### config.mk
export PLATFORM = sky130hd
export DESIGN_NAME = scan_decoder
export DESIGN_NICKNAME = d
export VERILOG_FILES = /design/src/rtl/dec_pkg.sv /design/src/rtl/scan_prescaler.sv /design/src/rtl/scan_decoder.sv
export SDC_FILE = /design/constraint.sdc
export NUM_CORES = 1
export LEC_CHECK = 0
export ABC_AREA = 1
export CAP_MARGIN = 25
export CORE_MARGIN = 1.5
export CORE_UTILIZATION = 40
export CTS_CLUSTER_DIAMETER = 60
export DETAILED_ROUTE_END_ITERATION = 8
export HOLD_SLACK_MARGIN = 0.1
export PLACE_DENSITY_LB_ADDON = 0.3
export SYNTH_ARGS = -nofsm -noshare
export SYNTH_HDL_FRONTEND = slang
export SYNTH_SLANG_ARGS = --single-unit
### constraint.sdc
create_clock -name clk -period 1.55 [get_ports clk]
set_input_delay 0.155 -clock clk [delete_from_list [all_inputs] [get_ports clk]]
set_output_delay 0.155 -clock clk [all_outputs]
set_load 0.1 [all_outputs]
### src/rtl/dec_pkg.sv
// Shared types for the scan decoder: FSM state encoding and mode select values.
package dec_pkg;

  typedef enum logic [1:0] {
    ST_OFF,
    ST_MANUAL,
    ST_SCAN
  } state_t;

  localparam logic MODE_MANUAL = 1'b0;
  localparam logic MODE_SCAN   = 1'b1;

endpackage

### src/rtl/scan_prescaler.sv
// Step-rate divider for scan mode: counts 0..PRESCALE-1 while run is high.
// tick flags the terminal count; the owner decides whether that count is consumed.
module scan_prescaler #(
  parameter int PRESCALE = 4
) (
  input  logic clk,
  input  logic rst,
  input  logic clr,
  input  logic run,
  output logic tick
);

  localparam int CNT_W = (PRESCALE > 1) ? $clog2(PRESCALE) : 1;
  localparam logic [CNT_W-1:0] CNT_MAX = CNT_W'(PRESCALE - 1);

  logic [CNT_W-1:0] cnt_q;
  logic [CNT_W-1:0] cnt_d;

  // Reported ungated so the parent's run decision never loops back through this port.
  assign tick = (cnt_q == CNT_MAX);

  always_comb begin
    cnt_d = cnt_q;
    if (clr) begin
      cnt_d = '0;
    end else if (run) begin
      cnt_d = tick ? '0 : cnt_q + CNT_W'(1);
    end
  end

  always_ff @(posedge clk or posedge rst) begin
    if (rst) begin
      cnt_q <= '0;
    end else begin
      cnt_q <= cnt_d;
    end
  end

endmodule

### src/rtl/scan_decoder.sv
// Registered one-hot decoder with enable, manual select and auto-scan mode.
// The FSM, index/output/wrap registers and the one-hot decode live here.
module scan_decoder
  import dec_pkg::*;
#(
  parameter  int SEL_W    = 2,
  parameter  int PRESCALE = 4,
  localparam int N_OUT    = 2 ** SEL_W
) (
  input  logic             clk,
  input  logic             rst,
  input  logic             en,
  input  logic             mode,
  input  logic [SEL_W-1:0] sel,
  input  logic             hold,
  output logic [N_OUT-1:0] y,
  output logic [SEL_W-1:0] idx,
  output logic             wrap
);

  localparam logic [N_OUT-1:0] ONE = N_OUT'(1);

  state_t           state_q, state_d;
  logic [SEL_W-1:0] idx_q, idx_d;
  logic [N_OUT-1:0] y_q, y_d;
  logic             wrap_q, wrap_d;
  logic             pre_clr, pre_run, pre_tick;

  scan_prescaler #(
    .PRESCALE(PRESCALE)
  ) u_prescaler (
    .clk (clk),
    .rst (rst),
    .clr (pre_clr),
    .run (pre_run),
    .tick(pre_tick)
  );

  always_comb begin
    state_d = ST_OFF;
    pre_clr = 1'b0;
    pre_run = 1'b0;
    idx_d   = idx_q;
    y_d     = y_q;
    wrap_d  = 1'b0;

    if (en) begin
      case (mode)
        MODE_MANUAL: state_d = ST_MANUAL;
        MODE_SCAN:   state_d = ST_SCAN;
        default:     state_d = ST_OFF;
      endcase
    end

    case (state_d)
      ST_OFF: begin
        y_d = '0;
      end
      ST_MANUAL: begin
        pre_clr = 1'b1;
        idx_d   = sel;
        y_d     = ONE << sel;
      end
      ST_SCAN: begin
        // Entry restarts the dwell at the index already held, so the scan resumes in place.
        if (state_q != ST_SCAN) begin
          pre_clr = 1'b1;
          y_d     = ONE << idx_q;
        end else if (!hold) begin
          pre_run = 1'b1;
          if (pre_tick) begin
            idx_d  = idx_q + SEL_W'(1);
            y_d    = ONE << idx_d;
            wrap_d = (idx_q == '1);
          end
        end
      end
      default: begin
        y_d = '0;
      end
    endcase
  end

  always_ff @(posedge clk or posedge rst) begin
    if (rst) begin
      state_q <= ST_OFF;
      idx_q   <= '0;
      y_q     <= '0;
      wrap_q  <= 1'b0;
    end else begin
      state_q <= state_d;
      idx_q   <= idx_d;
      y_q     <= y_d;
      wrap_q  <= wrap_d;
    end
  end

  assign y    = y_q;
  assign idx  = idx_q;
  assign wrap = wrap_q;

endmodule

==> run summary <==
The commonest cells after synthesis are sky130_fd_sc_hd__nand2_1, sky130_fd_sc_hd__nand3_1, sky130_fd_sc_hd__dfrtp_1. The first global-routing pass estimated 2300 µm of wire. For this run, design rule violations remaining after detail routing come to 0. The setup path with the least slack is of type flip-flop to flip-flop. The endpoint kind of the worst setup timing path was a flip-flop. Setup violations remaining at the end of the flow were counted as 0.

sky130_fd_sc_hd__nand2_1 is the most common cell in the netlist. Global routing finished with a remaining overflow of 0. The met2 global-route usage is 0.235. The slowest stage of the critical path belongs to the cell sky130_fd_sc_hd__dfrtp_2. The tools report the highest clock frequency the design can meet as 0.756 GHz. Dominant cell type by count on the critical path: sky130_fd_sc_hd__nand3_1. After filler insertion, the fill cell instance count of the layout stands at 137.

The routability congestion estimate from global placement is 0.804, and the number of buffers created by CTS is 3. The met3 demand-to-capacity share in global routing was 0.0250; the number of max-cap violations was 0. 14 I/O pins were placed. The clock reaches the later pin of the worst-skew pair after 260 ps. The routed design has 1350 µm of wire. The worst clock skew on the final layout came out at 2.86 ps. The floorplan step set the die width to 43.6 µm. The synthesis-to-finish area growth is 37.7%. The transition time at the pin with the least slew margin was 438 ps.

The largest total area in the synthesized netlist belongs to sky130_fd_sc_hd__dfrtp_1. The final antenna diode count is 0, and the synthesized flop and latch total is 11. The run gives 0 as the max-slew violation count. The tools report the count of yosys warnings during synthesis as 0. The number of enable flip-flop cells after synthesis was 0.

TritonCTS built the clock tree. The floorplan die height is 43.6 µm. Entering global routing, the biggest net connects 12 pins. The run gives 1480 ps as the worst path arrival time. The share of total power in the clock network is 0.239, and the synthesized area per cell is 8.47 µm². The via density per instance was 5.15. The tree is rooted in a sky130_fd_sc_hd__clkbuf_4. The floorplan step defined a die boundary enclosing 1900 µm². The logs give 0.227 for the global routing usage on met1 and 0 ps for the sum of negative setup slack.

The run gives 0 as the number of antenna violations at the first check in global routing. By area the synthesized netlist is led by sky130_fd_sc_hd__dfrtp_1, sky130_fd_sc_hd__nand2_1, sky130_fd_sc_hd__nand3_1. Before antenna repair, the detailed router went through 4 iterations. The proportion of layout cells with a drive suffix above 1 is 0.211. The critical path goes through ha_1 > inv_1 > nand3_1 > nand3_1 > nand2_1 > nand3_1 > nand2_1. In this run, post-CTS hold repair placed 0 buffers. The instance count of the mapped netlist was 78; the number of global-route vias before repair was 557.

Type of the worst min-delay path: input port to asynchronous set/reset pin. The busiest layer in global routing was met2. The critical path's largest stage delay was 460 ps. The number of instances resized during post-cts repair is 0. In this run the cell area of the synthesized design comes to 661 µm². Setup repair after global routing left no endpoint under its margin.

Post-CTS timing repair inserted 0 buffers for setup. Dividing total power by cell area gives a power density of 894 nW/µm². The first routing iteration left 13 violations. The half-perimeter wire length after placement is 1040 µm.

The flow ran to the end, and the final reports show no timing, DRC or antenna violations. The effective utilization at floorplan was 0.433. The smallest clock period supported by the final layout is computed as 1320 ps. Clock-pin slew was measured on the worst setup and hold paths at 70 ps. In this run the critical register-to-register path is launched from idx[0].

In this run the static leakage power is 0.450 nW. Logic depth of the worst path, buffers included: 7. In this run the deepest clock path goes through 2 buffers. The post-route clock period utilization came out at 0.853. Port buffering added 13 buffers.

The count of buffering cells on the critical path with inverters included came out at 1. The final number of hold-violating endpoints came out at 0. For this run, the post-layout net count is 106.

The switching power as a share of total power is 0.379. The run gives 0.417 as the sequential area share after synthesis. The largest delay contributor family on the critical path was flip-flops. The net switching power was 308 µW; the utilization after layout was 0.597. In this run the worst path has a maximum fanout of 5.

The logs give 572 for the vias after detailed routing and 17 for the number of distinct library cell variants in the gate-level netlist after synthesis. Counting every net in the synthesized netlist gives 88. The part of the power in combinational logic is 0.351. VDD sags by at most 0.642 mV. The logs give 505 µW for the internal power component and 0.708 for the worst slew margin relative to its limit. Dominant register cell in the synthesized netlist: sky130_fd_sc_hd__dfrtp_1. The tools report the all-layer global routing usage as 0.163. The routed length per placed instance works out to 12.2 µm. STA puts the critical path data required time at 1710 ps. The post-synthesis async set-or-reset flop share was 1.00. The number of placement rows was 14; the count of cells along the worst register-to-register path was 7. The logs give 0 for the remaining number of nets flagged by the antenna check after routing and 1520 µm² for the placeable core region.

The sequential share of power was 0.410; the number of sinks driven by the clock tree was 11. Tracing the worst setup path back leads to its startpoint at idx[0]. The CTS H-tree depth was 1; the share of the synthesized area in the top cell type was 0.417.

The worst setup path is launched from a flip-flop.
[cells by family after synthesis]
family	synth area share
adders and majority gates	0.0568
and+or+nand+nor	0.356
DFF	0.417
buffers and inverters	0.0644
AOI/OAI and AO/OA	0.106
[final timing paths]
kind / slack (ps) / to
setup / recovery: 230 / y[2]
hold reg to reg: 550 / y[1]
min in group clk: 550 / y[1]
hold / removal: 180 / wrap
setup reg to reg: 230 / y[2]
max in group asynchronous: 1040 / idx[1]
[cell type report]
cell class | count | area [µm²] | area share
Sequential cell | 11 | 278 | 0.305
Tap cell | 16 | 20.0 | 0.0220
Timing Repair Buffer | 13 | 200 | 0.220
Multi-Input combinational cell | 57 | 343 | 0.377
Inverter | 10 | 42.5 | 0.0468
Clock buffer | 4 | 26.3 | 0.0289
[registers in the layout (all words and copies together), names as in the netlist]
register           flops
wrap                   1
state_q                2
y                      4
u_prescaler.cnt_q      2
idx                    2
[stage by stage]
stage,total power [mW],hold slack (ps),cell area (µm²),std cells,setup WS [ps]
final,0.814,184,910,111,228
after global routing,0.861,244,910,111,150
after CTS,0.824,188,910,111,224
after detailed placement,0.624,479,883,107,83.1
after global placement,0.621,474,883,107,104
after floorplan,0.515,7.30,663,78,38.4
[power groups by stage]
stage	Combinational, mW	Sequential [mW]	Clock (mW)
finish	0.286	0.333	0.195
global route	0.306	0.336	0.219
CTS	0.287	0.333	0.204
detailed placement	0.286	0.339	0
global placement	0.284	0.338	0
floorplan	0.0844	0.431	0
[per-layer routing]
metal | wire length, µm | share of wire | vias to the layer above
li1 | - | - | 287
met1 | 661 | 0.49 | 268
met2 | 608 | 0.45 | 15
met3 | 62 | 0.046 | 2
met4 | 18 | 0.013 | 0
met5 | 0 | 0 | -
[layout by cell type, fill, tap and decap left out, drive strengths merged]
master and instances:
a211oi 1, buf 7, clkbuf 4, clkdlybuf4s50 6
dfrtp 11, ha 3, inv 10, nand2 26
nand3 14, nand3b 1, nand4 1, nor2 1
nor3 1, o21ai 7, or2 2
Power figures use the tool's default switching activity.
